===== src/rtl/pipe_stage_reg.sv =====
// Configurable pipeline-boundary register: valid/ready handshake, optional
// two-entry skid buffer, flush-to-bubble, global halt and saturating bubble counter.
module pipe_stage_reg #(
   parameter int CTRL_W = 2,
   parameter int RD_W   = 5,
   parameter int DATA_W = 64,
   parameter int SKID   = 1,
   parameter int CNT_W  = 16
) (
   input  logic              clk_i,
   input  logic              rst_i,
   input  logic              halt_i,
   input  logic              flush_i,
   input  logic              in_valid_i,
   output logic              in_ready_o,
   input  logic [CTRL_W-1:0] in_ctrl_i,
   input  logic [RD_W-1:0]   in_rd_i,
   input  logic [DATA_W-1:0] in_data_i,
   output logic              out_valid_o,
   input  logic              out_ready_i,
   output logic [CTRL_W-1:0] out_ctrl_o,
   output logic [RD_W-1:0]   out_rd_o,
   output logic [DATA_W-1:0] out_data_o,
   output logic [CNT_W-1:0]  bubble_cnt_o
);

   typedef enum logic [1:0] {
      ST_EMPTY    = 2'd0,
      ST_FULL     = 2'd1,
      ST_SKIDFULL = 2'd2
   } state_t;

   state_t              state_r;
   state_t              state_nxt_s;
   logic [CTRL_W-1:0]   skid_ctrl_r;
   logic [RD_W-1:0]     skid_rd_r;
   logic [DATA_W-1:0]   skid_data_r;
   logic [CTRL_W-1:0]   ctrl_nxt_s;
   logic [RD_W-1:0]     rd_nxt_s;
   logic [DATA_W-1:0]   data_nxt_s;
   logic [CTRL_W-1:0]   skid_ctrl_nxt_s;
   logic [RD_W-1:0]     skid_rd_nxt_s;
   logic [DATA_W-1:0]   skid_data_nxt_s;
   logic [CNT_W-1:0]    bub_nxt_s;
   logic                in_fire_s;
   logic                out_fire_s;
   logic                ld_in_s;
   logic                ld_skid_in_s;
   logic                ld_from_skid_s;
   logic                clr_main_s;

   // With the skid buffer, ready depends on registered state only.
   if (SKID != 0) begin : g_skid
      assign in_ready_o = (state_r != ST_SKIDFULL) & ~halt_i & ~rst_i;
   end else begin : g_noskid
      assign in_ready_o = ((state_r == ST_EMPTY) | out_ready_i) & ~halt_i & ~rst_i;
   end

   assign in_fire_s  = in_valid_i & in_ready_o;
   assign out_fire_s = out_valid_o & out_ready_i & ~halt_i;

   // Next-state and datapath load decode; flush outranks halt.
   always_comb begin
      state_nxt_s    = state_r;
      ld_in_s        = 1'b0;
      ld_skid_in_s   = 1'b0;
      ld_from_skid_s = 1'b0;
      clr_main_s     = 1'b0;
      if (flush_i) begin
         state_nxt_s = ST_EMPTY;
         clr_main_s  = 1'b1;
      end else if (halt_i) begin
         state_nxt_s = state_r;
      end else begin
         case (state_r)
            ST_EMPTY: begin
               if (in_fire_s) begin
                  state_nxt_s = ST_FULL;
                  ld_in_s     = 1'b1;
               end else begin
                  state_nxt_s = ST_EMPTY;
               end
            end
            ST_FULL: begin
               if (in_fire_s & (out_fire_s | (SKID == 0))) begin
                  state_nxt_s = ST_FULL;
                  ld_in_s     = 1'b1;
               end else if (in_fire_s) begin
                  state_nxt_s  = ST_SKIDFULL;
                  ld_skid_in_s = 1'b1;
               end else if (out_fire_s) begin
                  state_nxt_s = ST_EMPTY;
                  clr_main_s  = 1'b1;
               end else begin
                  state_nxt_s = ST_FULL;
               end
            end
            ST_SKIDFULL: begin
               if (out_fire_s) begin
                  state_nxt_s    = ST_FULL;
                  ld_from_skid_s = 1'b1;
               end else begin
                  state_nxt_s = ST_SKIDFULL;
               end
            end
            default: begin
               state_nxt_s = ST_EMPTY;
               clr_main_s  = 1'b1;
            end
         endcase
      end
   end

   // Next values of the registered outputs, skid entry and bubble counter.
   always_comb begin
      ctrl_nxt_s      = out_ctrl_o;
      rd_nxt_s        = out_rd_o;
      data_nxt_s      = out_data_o;
      skid_ctrl_nxt_s = skid_ctrl_r;
      skid_rd_nxt_s   = skid_rd_r;
      skid_data_nxt_s = skid_data_r;
      bub_nxt_s       = bubble_cnt_o;
      if (clr_main_s) begin
         ctrl_nxt_s = {CTRL_W{1'b0}};
         rd_nxt_s   = {RD_W{1'b0}};
      end else if (ld_in_s) begin
         ctrl_nxt_s = in_ctrl_i;
         rd_nxt_s   = in_rd_i;
         data_nxt_s = in_data_i;
      end else if (ld_from_skid_s) begin
         ctrl_nxt_s = skid_ctrl_r;
         rd_nxt_s   = skid_rd_r;
         data_nxt_s = skid_data_r;
      end else begin
         data_nxt_s = out_data_o;
      end
      if (ld_skid_in_s) begin
         skid_ctrl_nxt_s = in_ctrl_i;
         skid_rd_nxt_s   = in_rd_i;
         skid_data_nxt_s = in_data_i;
      end else begin
         skid_data_nxt_s = skid_data_r;
      end
      if (~halt_i & ~out_valid_o & (bubble_cnt_o != {CNT_W{1'b1}})) begin
         bub_nxt_s = bubble_cnt_o + CNT_W'(1);
      end else begin
         bub_nxt_s = bubble_cnt_o;
      end
   end

   // State and output registers with synchronous reset.
   always_ff @(posedge clk_i) begin
      if (rst_i) begin
         state_r      <= ST_EMPTY;
         out_valid_o  <= 1'b0;
         out_ctrl_o   <= {CTRL_W{1'b0}};
         out_rd_o     <= {RD_W{1'b0}};
         out_data_o   <= {DATA_W{1'b0}};
         skid_ctrl_r  <= {CTRL_W{1'b0}};
         skid_rd_r    <= {RD_W{1'b0}};
         skid_data_r  <= {DATA_W{1'b0}};
         bubble_cnt_o <= {CNT_W{1'b0}};
      end else begin
         state_r      <= state_nxt_s;
         out_valid_o  <= (state_nxt_s != ST_EMPTY);
         out_ctrl_o   <= ctrl_nxt_s;
         out_rd_o     <= rd_nxt_s;
         out_data_o   <= data_nxt_s;
         skid_ctrl_r  <= skid_ctrl_nxt_s;
         skid_rd_r    <= skid_rd_nxt_s;
         skid_data_r  <= skid_data_nxt_s;
         bubble_cnt_o <= bub_nxt_s;
      end
   end

endmodule


===== config.mk =====
export PLATFORM = sky130hd
export DESIGN_NAME = pipe_stage_reg
export DESIGN_NICKNAME = d
export VERILOG_FILES = /design/src/rtl/pipe_stage_reg.sv
export SDC_FILE = /design/constraint.sdc
export NUM_CORES = 1
export LEC_CHECK = 0
export BUFFER_PORTS_ARGS = -buffer_cell sky130_fd_sc_hd__buf_2
export CORE_MARGIN = 2
export CORE_UTILIZATION = 32
export CTS_CLUSTER_SIZE = 40
export DETAILED_ROUTE_END_ITERATION = 10
export GPL_ROUTABILITY_DRIVEN = 0
export GPL_TIMING_DRIVEN = 0
export PLACE_DENSITY = 0.61
export SYNTH_ARGS = -nofsm -noshare
export SYNTH_HDL_FRONTEND = slang
export SYNTH_SLANG_ARGS = --single-unit

===== constraint.sdc =====
create_clock -name clk_i -period 3.25 [get_ports clk_i]
set_input_delay 0.65 -clock clk_i [delete_from_list [all_inputs] [get_ports clk_i]]
set_output_delay 0.65 -clock clk_i [all_outputs]
set_load 0.03 [all_outputs]

# Yosys cells after proc, flatten, opt, wreduce, memory -nomap -nowiden
# Cells that the tools add are included.
[classes]
n_eq_ne = 4
n_mux = 32
n_addsub = 1
n_bitwise = 12
n_reduce_logical = 6
[op_table]
columns = ["cell", "count"]
rows = [
  ["64-bit 2-to-1 mux", 2],
  ["1-bit 2-to-1 mux", 18],
  ["16-bit by 1-bit adder with 16-bit output (second input constant)", 1],
  ["16-bit != test (second input constant)", 1],
  ["2-bit 2-to-1 mux", 7],
  ["5-bit 2-to-1 mux", 2],
  ["1-bit AND", 8],
  ["2-bit one-hot mux with 3 select lines", 1],
  ["1-bit inverter", 4],
  ["1-bit one-hot mux with 2 select lines", 2],
  ["2-bit nonzero test", 2],
  ["2-bit OR reduction", 2],
  ["2-bit by 1-bit == test with 1-bit output (second input constant)", 1],
  ["2-bit == test (second input constant)", 1],
  ["2-bit zero test", 1],
  ["2-bit != test (second input constant)", 1],
  ["2-bit AND reduction", 1],
]
[totals]
inputBits = 77
ff_bits = 161
out_inout_bits = 89

# Longest topological paths before layout
# Gate-level depths: netlist of run 1.
[logic_depth]
depth_word = 11
depth_mapped = 11
depth_no_buf = 8

# Worst setup path after synthesis of run 1
# Ideal clock, no wire load.
[synth_timing]
kind = "input port to flip-flop"
startpoint = "input rst_i"
endpoint = "register out_data_o[0]"
setup_slack_ps = 39
arrival_ps = 3092
path_stages = 11
setup_ps = 119
cell_sequence = "clkbuf_1 > clkbuf_1 > nor3_1 > nand2_1 > ha_1 > nor2_1 > nor2_1 > or3_1 > buf_6 > buf_6 > o221a_1"
[synth_via]
elab_chain_len = 10
elab_cells_between_ends = 18
cone_classes = "mux: 11; bitwise: 5; reduce/logical: 2"
[synth_rtl]
columns = ["item", "line_no", "text"]
rows = [
  ["start: declaration", "11", "input logic rst_i,"],
  ["1-bit inverter (*)", "54", "assign in_ready_o = (state_r != ST_SKIDFULL) & ~halt_i & ~rst_i;"],
  ["1-bit AND (*)", "54", ""],
  ["via in_ready_o", "15", "output logic in_ready_o,"],
  ["1-bit AND (*)", "59", "assign in_fire_s = in_valid_i & in_ready_o;"],
  ["1-bit AND or 1-bit 2-to-1 mux (tied branches)", "85, 88", ""],
  ["1-bit 2-to-1 mux", "85", "if (in_fire_s & (out_fire_s | (SKID == 0))) begin"],
  ["1-bit one-hot mux with 2 select lines", "75", "case (state_r)"],
  ["1-bit 2-to-1 mux", "72", "end else if (halt_i) begin"],
  ["1-bit 2-to-1 mux", "69", "if (flush_i) begin"],
  ["2-bit nonzero test (no source line) or 1-bit inverter (tied branches)", "-", ""],
  ["2-bit AND reduction (no source line)", "-", ""],
  ["end signal: assignment", "158", "out_data_o <= {DATA_W{1'b0}};"],
  ["end signal: assignment", "168", "out_data_o <= data_nxt_s;"],
  ["end: declaration", "23", "output logic [DATA_W-1:0] out_data_o,"],
]
# The timed path passes the listed nets; every way through them passes the cells marked *.
# A chain may end at the register's enable or synchronous reset.

# Worst setup path in the final report of run 1
[layout_timing]
startpoint = "input rst_i"
endpoint = "register out_data_o[59]"
[layout_via]
elab_chain_len = 10
elab_cells_between_ends = 18
cone_classes = "mux: 11; bitwise: 5; reduce/logical: 2"
[layout_rtl]
columns = ["item", "line_no"]
rows = [
  ["1-bit inverter", "54"],
  ["1-bit AND", "54"],
  ["1-bit AND", "59"],
  ["1-bit AND or 1-bit 2-to-1 mux (tied branches)", "85, 88"],
  ["1-bit 2-to-1 mux", "85"],
  ["1-bit one-hot mux with 2 select lines", "75"],
  ["1-bit 2-to-1 mux", "72"],
  ["1-bit 2-to-1 mux", "69"],
  ["2-bit nonzero test (no source line) or 1-bit inverter (tied branches)", "-"],
  ["2-bit AND reduction (no source line)", "-"],
]
# Parallel ways exist; a longest one is shown, timed or not.

==> flow_summary.toml, run 1 <==
[synth]
synth_common_cells = "167 x nand2_1, 161 x dfxtp_1, 82 x a21oi_1, 64 x o21a_1, 60 x o221a_1"
synthCells = 697
synthArstFlopShare_pct = 0
synth_area_sq_um = 6470
synth_top_cell_area_share_pct = 49.8
yosys.area.top_type = "dfxtp_1"
synth_area_leaders = "dfxtp_1 50%, o221a_1 10%, nand2_1 9.7%"
synth_fp_nets = 776
yosys_register_bits = 161
ys_seq_area_share_pct = 49.8
synth-main-ff-cell = "dfxtp_1"
syn_avg_cell_area_sq_um = 9.29
synth.most_common_cell = "nand2_1"
yosys_warnings = 0
synth_edf_count = 0
synth_cell_types = 43

[final_layout]
nFillCells = 2051
syn_to_final_growth_pct = 28.4
drive_gt1_share_pct = 24.9
final_area_sq_um = 8310
nNetsFinal = 961

[min_path]
worstHoldPathCells = 2
hold_path_class = "register to register"
min_from = "skid_data_r[13]"
whs_endpoint = "skid_data_r[13]"

[die]
initial_core_util_pct = 32.3
ioPinCount = 166
dieHeight_um = 146
fp.dieArea_sq_um = 21400
die_w_um = 146
coreArea_sq_um = 20000
rows = 52

[grt]
grt_pass1_vias = 5622
grtUsageMet3_pct = 3.72
grt_use_met2_pct = 27.8
top_usage_layer = "met2"
use_met1_pct = 23.3
grt_usage_pct = 17.4
grt_pass1_wl_mm = 29.6
grt_max_degree = 17
globalRouteOverflowTotal = 0
antenna_found_initial = 2

[clock_network]
cts-root-buf = "clkbuf_16"
postCtsHoldBufs = 0
postCtsSetupRepairBufs = 0
cts_buffers = 17
cts_tree = "built"
path_clk_slew_ns = 0.06
htreeDepth = 4
cts_resized = 0
clock_path_buffers = 2
cts_num_sinks = 161
clock_latency_ns = 0.42

[sta]
hold_violations = 0
timing.final.ws_setup_ns = 0.344
max_freq_ghz = 0.344
finalSetupViolCount = 0
fin_crit_sh_pct = 89.4
skew_ns = 0.00751
rsz0062_at_grt = "no"
whs_ns = 0.456
drv_slew = 0
period_needed_ns = 2.91
worstMarginPinSlew_ns = 0.805
slew_headroom_pct = 46.3

[power]
peakVddDrop_uv = 376
p_leak_nw = 3.16
powerDensity_nw_per_um2 = 545
p_comb_share_pct = 5.9
power_mw = 4.53
pwr-share-seq_pct = 44.4
internal_power_mw = 3.52
switchingPower_mw = 1.01
switching_share_pct = 22.4
pwr-share-clk_pct = 49.8

[critical_path]
reg2reg_slack_ns = 0.69
cp-start-kind = "input port"
arrival_ns = 3.27
critical_path_class = "input port to register"
r2r-end = "out_data_o[59]"
rr_startpoint = "state_r[1]"
reg2reg_depth = 5
cp.required_ns = 3.61
end_kind = "register"
critPathMaxFanout = 10

[route]
vias_per_cell = 5.00
finalWirelength_mm = 18.4
drc_errors = 0
post_drt_wl_per_cell_um = 15.8
firstDrtPassIters = 4
ant_nets = 0
vias = 5825
drt_iter0_drc = 256

[place]
preCtsSetupSlack_ns = -0.148
placed_area_sq_um = 7640
place.detailed.hpwl_mm = 12.9
port-buffer-count = 165

[status]
status = "completed"

[run]
drv_cap = 0
-- worst max-delay path by stage --
stage           from              to
3_5_place_dp   rst_i   out_data_o[9]
6_report       rst_i  out_data_o[59]
5_1_grt        rst_i  out_data_o[59]
2_1_floorplan  rst_i   out_data_o[0]
4_1_cts        rst_i   out_data_o[9]
3_3_place_gp   rst_i  out_data_o[13]
-- power groups by stage --
stage          combinational, mW  clock (mW)  sequential (mW)
3_5_place_dp               0.268           0             2.05
5_1_grt                    0.291        2.39             2.01
2_1_floorplan              0.106           0             2.09
3_3_place_gp               0.269           0             2.05
6_report                   0.266        2.25             2.01
4_1_cts                    0.270        2.31             2.01
-- area by class of cell --
type | instances | area [sq um] | share of cell area, %
sequential | 161 | 3220 | 38.8
clock buffer | 21 | 460 | 5.54
timing repair buffer | 166 | 833 | 10.0
buffer | 59 | 320 | 3.85
inverter | 2 | 7.51 | 0.0903
clock inverter | 11 | 201 | 2.42
multi-input combinational | 475 | 2920 | 35.2
antenna | 1 | 2.50 | 0.0301
tap | 270 | 338 | 4.07
-- registers in the layout, indices dropped and copies added (netlist names) --
name / count
out_ctrl_o: 2
skid_rd_r: 5
skid_ctrl_r: 2
skid_data_r: 64
out_valid_o: 1
out_rd_o: 5
state_r: 2
bubble_cnt_o: 16
out_data_o: 64
-- critical path, stage by stage --
cell and delay (ns):
buf_2 0.11, clkbuf_1 0.25, clkbuf_1 0.38, nor3_1 0.31
nand2_1 0.09, ha_1 0.18, nor2_1 0.10, nor2_1 0.08
o31ai_4 0.66, buf_6 0.25, o221a_1 0.19
-- layout by cell type (no fill, tap or decap), types with 13 or more instances in the layout --
cell / netlist / layout
a21oi_1: 82 / 82
buf_2: 1 / 166
buf_6: 13 / 13
clkbuf_1: 45 / 47
clkbuf_16: 0 / 17
dfxtp_1: 161 / 161
nand2_1: 167 / 167
nor2_1: 13 / 13
o21a_1: 64 / 64
o221a_1: 60 / 60
-- stage by stage --
stage / util (%) / setup TNS, ns / instances
3_5_place_dp: 38.1 / -7.69 / 1132
2_1_floorplan: - / 0 / 697
4_1_cts: 41.4 / 0 / 1164
5_1_grt: 41.5 / 0 / 1165
3_3_place_gp: 38.1 / -7.47 / 1132
6_report: 41.5 / 0 / 1166
-- logic make-up after synthesis --
group | synth area share, %
flops | 49.8
simple gates | 15.7
fa+ha+maj | 0.386
buf+inv | 5.06
mux | 0.155
compound gates | 28.9
-- per-layer routing --
metal  wire length, um  up-vias
met1              8830     2704
met5                13        -
met4               340        2
met2              8330      161
met3               897       26
li1                  -     2932
(Power assumes the default switching activity.)
==> run 2: changes to the inputs <==
MAX_ROUTING_LAYER = met4   (was unset)
==> flow_summary.toml, run 2 (synthesis gave the netlist of run 1 again) <==
[sta]
finalSetupViolCount = 0
drv_slew = 0
fin_crit_sh_pct = 89.3
tns_ns = 0
hold_violations = 0
period_needed_ns = 2.90
max_freq_ghz = 0.344
worstMarginPinSlew_ns = 0.802
slew_headroom_pct = 46.6
rsz0062_at_grt = "no"
skew_ns = 0.00876

[clock_network]
htreeDepth = 4
clock_latency_ns = 0.42
cts_buffers = 17
clock_path_buffers = 2
cts-root-buf = "clkbuf_16"
cts_tree = "built"
path_clk_slew_ns = 0.06
postCtsHoldBufs = 0
cts_num_sinks = 161
cts_resized = 0
postCtsSetupRepairBufs = 0

[die]
die_w_um = 146
rows = 52
ioPinCount = 166
coreArea_sq_um = 20000
dieHeight_um = 146
fp.dieArea_sq_um = 21400
initial_core_util_pct = 32.3

[place]
port-buffer-count = 165
place.detailed.hpwl_mm = 12.9

[final_layout]
utilization_pct = 41.5
layout_commonest_cell = "nand2_1"
nFillCells = 2053
reg_top3 = "out_data_o: 64 flops, skid_data_r: 64 flops, bubble_cnt_o: 16 flops"
nNetsFinal = 961
syn_to_final_growth_pct = 28.4
final_cell_mix = "167 x nand2_1, 166 x buf_2, 161 x dfxtp_1"
drive_gt1_share_pct = 24.9

[grt]
grt_pass1_wl_mm = 29.7
grt_usage_pct = 17.9
grt_pass1_vias = 5606
globalRouteOverflowTotal = 0
grt_max_degree = 17
antenna_found_initial = 2

[route]
finalWirelength_mm = 18.4
drt_iter0_drc = 220
vias = 5807
drc_errors = 0
ant_nets = 0
firstDrtPassIters = 5
post_drt_wl_per_cell_um = 15.8
vias_per_cell = 4.98

[critical_path]
critPathMaxFanout = 10
end_kind = "register"
cp-start-kind = "input port"
reg2reg_depth = 5
critical_path_class = "input port to register"
arrival_ns = 3.26
r2r-end = "out_data_o[9]"
rr_startpoint = "state_r[1]"
cp.required_ns = 3.61
reg2reg_slack_ns = 0.70

[run]
drv_cap = 0

[power]
peakVddDrop_uv = 373
powerDensity_nw_per_um2 = 545
p_leak_nw = 3.16

[min_path]
whs_endpoint = "skid_data_r[13]"
hold_path_class = "register to register"
min_from = "skid_data_r[13]"
worstHoldPathCells = 2

[status]
status = "completed"
-- run 2: worst max-delay path by stage --
stage	start	endpoint	slack, ns	cells past startpoint
after floorplan	rst_i	out_data_o[0]	0.04	11
after global placement	rst_i	out_data_o[13]	-0.14	11
after detailed placement	rst_i	out_data_o[9]	-0.15	11
after CTS	rst_i	out_data_o[9]	0.29	11
after global routing	rst_i	out_data_o[59]	0.07	11
final	rst_i	out_data_o[9]	0.35	11
-- run 2: metal layers --
layer | up-vias | GRT usage [%] | wire (um) | part of all wire (%)
met5 | - | - | 0 | 0
met2 | 161 | 27.8 | 8390 | 46
met4 | 0 | 6.17 | 319 | 1.7
met1 | 2691 | 23.3 | 8730 | 47
met3 | 21 | 3.72 | 948 | 5.2
li1 | 2934 | - | - | -
-- run 2: metrics by stage --
stage / instances / hold WS [ns] / power (mW) / area, sq um / setup slack [ns]
after floorplan: 697 / 0.437 / 2.20 / 6470 / 0.0390
after global placement: 1132 / 0.442 / 2.32 / 7640 / -0.140
after detailed placement: 1132 / 0.447 / 2.32 / 7640 / -0.148
after CTS: 1164 / 0.453 / 4.59 / 8300 / 0.287
after global routing: 1167 / 0.465 / 4.69 / 8310 / 0.0731
final: 1167 / 0.455 / 4.53 / 8310 / 0.346
-- run 2: final cells by class --
cell class	count	area, sq um	area share (%)
diodes	2	5.00	0.0602
inverters	2	7.51	0.0903
repair buffers	166	833	10.0
well taps	270	338	4.06
flip-flops and latches	161	3220	38.8
multi-input cells	475	2920	35.2
clock buffers	21	460	5.54
clock inverters	11	201	2.42
plain buffers	59	320	3.85
-- run 2: power breakdown --
group	total (mW)	switching [mW]	internal, mW	leakage [nW]
Sequential	2.01	0.0137	2.00	1.30
Clock	2.25	0.837	1.42	0.318
Combinational	0.266	0.160	0.106	1.54
Total	4.53	1.01	3.52	3.16
-- run 2: critical path, cell delays in order --
cell	delay, ns
buf_2	0.11
clkbuf_1	0.25
clkbuf_1	0.38
nor3_1	0.31
nand2_1	0.09
ha_1	0.18
nor2_1	0.10
nor2_1	0.08
o31ai_4	0.66
buf_6	0.24
o221a_1	0.19
==> run 3: changes to the inputs <==
ABC_AREA = 1   (was unset)
CORE_MARGIN = unset   (was 2)
PLACE_DENSITY = 0.59   (was 0.61)
REMOVE_ABC_BUFFERS = 1   (was unset)
==> flow_summary.toml, run 3 <==
[power]
power_mw = 4.62
internal_power_mw = 3.45
powerDensity_nw_per_um2 = 472
pwr-share-seq_pct = 43.4
switchingPower_mw = 1.17
peakVddDrop_uv = 262
pwr-share-clk_pct = 49.2
p_comb_share_pct = 7.4
p_leak_nw = 5.25
switching_share_pct = 25.3

[synth]
synth_top_cell_area_share_pct = 40.6
synth_common_cells = "471 x nand2_1, 300 x nor2_1, 168 x inv_1, 161 x dfxtp_1, 74 x nand3_1"
synthCells = 1312
synth_area_leaders = "dfxtp_1 41%, nand2_1 22%, nor2_1 14%"
synthArstFlopShare_pct = 0
yosys_warnings = 0
synth_area_sq_um = 7950
synth.most_common_cell = "nand2_1"
synth_edf_count = 0
ys_seq_area_share_pct = 40.6
synth-main-ff-cell = "dfxtp_1"
yosys.area.top_type = "dfxtp_1"
synth_cell_types = 22
yosys_register_bits = 161
syn_avg_cell_area_sq_um = 6.06

[grt]
grt_max_degree = 77
grt_usage_pct = 16.8
antenna_found_initial = 1
grt_pass1_wl_mm = 33.8
grt_pass1_vias = 6737
globalRouteOverflowTotal = 0

[sta]
rsz0062_at_grt = "no"
skew_ns = 0.0137
finalSetupViolCount = 0
timing.final.ws_setup_ns = 0.363
hold_violations = 0
period_needed_ns = 2.89
drv_slew = 0
fin_crit_sh_pct = 88.8
slew_headroom_pct = 50.4
max_freq_ghz = 0.346
worstMarginPinSlew_ns = 0.743

[critical_path]
critical_path_class = "input port to register"
end_kind = "register"
cp.required_ns = 3.57
cp-start-kind = "input port"
critPathMaxFanout = 74
arrival_ns = 3.21

[clock_network]
clock_path_buffers = 2
cts_tree = "built"
cts_num_sinks = 161
postCtsHoldBufs = 0
path_clk_slew_ns = 0.07
cts_buffers = 17
htreeDepth = 4
cts-root-buf = "clkbuf_16"
clock_latency_ns = 0.42

[route]
vias = 7573
ant_nets = 0
post_drt_wl_per_cell_um = 11.6
vias_per_cell = 4.25
drc_errors = 0
finalWirelength_mm = 20.6
firstDrtPassIters = 4
drt_iter0_drc = 398

[final_layout]
reg_top3 = "out_data_o: 64 flops, skid_data_r: 64 flops, bubble_cnt_o: 16 flops"
syn_to_final_growth_pct = 23.3
layout_commonest_cell = "nand2_1"
nFillCells = 2657
multi_input_area_sq_um = 3690
utilization_pct = 40.3
nNetsFinal = 1522
drive_gt1_share_pct = 15.5
final_cell_mix = "469 x nand2_1, 300 x nor2_1, 168 x inv_1"
register_area_sq_um = 3220
stdcell_count = 1781

[run]
drv_cap = 0

[die]
fp.dieArea_sq_um = 25500
coreArea_sq_um = 24300
dieHeight_um = 160
die_w_um = 160
ioPinCount = 166
rows = 57
initial_core_util_pct = 32.7

[place]
port-buffer-count = 165
preCtsSetupSlack_ns = -0.845
place.detailed.hpwl_mm = 12.9
dp.cells = 1742

[status]
status = "completed"

[min_path]
hold_path_class = "register to register"
[run 3: cell types whose count changed after synthesis, sizes merged, moves of 6 or more]
cell,before,now
nand2,167,471
nand3,5,75
o31ai,7,0
clkbuf,45,23
a311oi,7,0
or3,6,0
o21ai,8,21
o21a,64,0
nor2,13,303
buf,14,48
inv,1,172
or4,6,0
a21oi,82,24
o221a,64,0
[run 3: kinds of logic (layout without fill, tap and decap cells)]
family / after synthesis / after routing / share of synthesized area [%]
and+or+nand+nor: 854 / 856 / 42.0
buffers and inverters: 243 / 385 / 13.6
DFF: 161 / 161 / 40.6
AOI/OAI and AO/OA: 45 / 45 / 2.83
xor gates and xnor gates: 7 / 7 / 0.771
adders and majority gates: 2 / 2 / 0.315
other: 0 / 1 / 0
[run 3: final timing paths]
kind                         from               to  slack [ns]  cells past startpoint
setup / recovery            rst_i   out_data_o[33]        0.36                     12
hold / removal    skid_data_r[61]  skid_data_r[61]        0.48                      2
setup reg to reg      out_valid_o   out_data_o[20]        0.46                      8
hold reg to reg   skid_data_r[61]  skid_data_r[61]        0.48                      2
[run 3: stage by stage]
| stage | hold WS, ns | setup TNS [ns] | cell area, sq um |
|---|---|---|---|
| 6_report | 0.481 | 0 | 9800 |
| 4_1_cts | 0.485 | 0 | 9760 |
| 3_3_place_gp | 0.462 | -1064.37 | 8750 |
| 5_1_grt | 0.501 | 0 | 9800 |
| 2_1_floorplan | 0.455 | -408.23 | 7510 |
| 3_5_place_dp | 0.472 | -77.74 | 9080 |
[run 3: worst max-delay path: stages]
cell,delay (ns)
clkbuf_4,0.32
clkinv_8,0.23
nand3_2,0.22
nor2_4,0.07
buf_12,0.16
nand2_4,0.34
nand2_1,0.23
nand2_8,0.33
buf_16,0.29
nand2_1,0.09
nand2_1,0.07
nor2_1,0.04
[run 3: timing repair]
action                     CTS  global route
pin swaps                    1             1
buffers inserted             2             1
gates cloned                 1             2
resized for setup            0             4
setup endpoints to repair   93            53
[run 3: per-layer routing]
layer / GRT usage [%] / vias to the layer above / part of all wire, %
li1: - / 4124 / -
met1: 20.8 / 3292 / 49
met2: 27.1 / 140 / 45
met3: 3.86 / 17 / 4.4
met4: 4.76 / 0 / 1.2
met5: - / - / 0
[run 3: power by group through the flow]
stage               registers [mW]  clock network, mW  logic (mW)
floorplan                     2.08                  0       0.151
global placement              2.05                  0       0.318
detailed placement            2.05                  0       0.336
CTS                           2.01               2.34       0.342
global route                  2.01               2.41       0.385
finish                        2.01               2.27       0.343
[run 3: area by class of cell]
cell class / instances / share of cell area (%)
Timing Repair inverter: 1 / 0.0894
Inverter: 172 / 6.72
Antenna cell: 1 / 0.0255
Timing Repair Buffer: 180 / 11.7
Clock inverter: 14 / 2.22
Multi-Input combinational cell: 910 / 37.7
Tap cell: 324 / 4.14
Clock buffer: 18 / 4.48
Sequential cell: 161 / 32.9
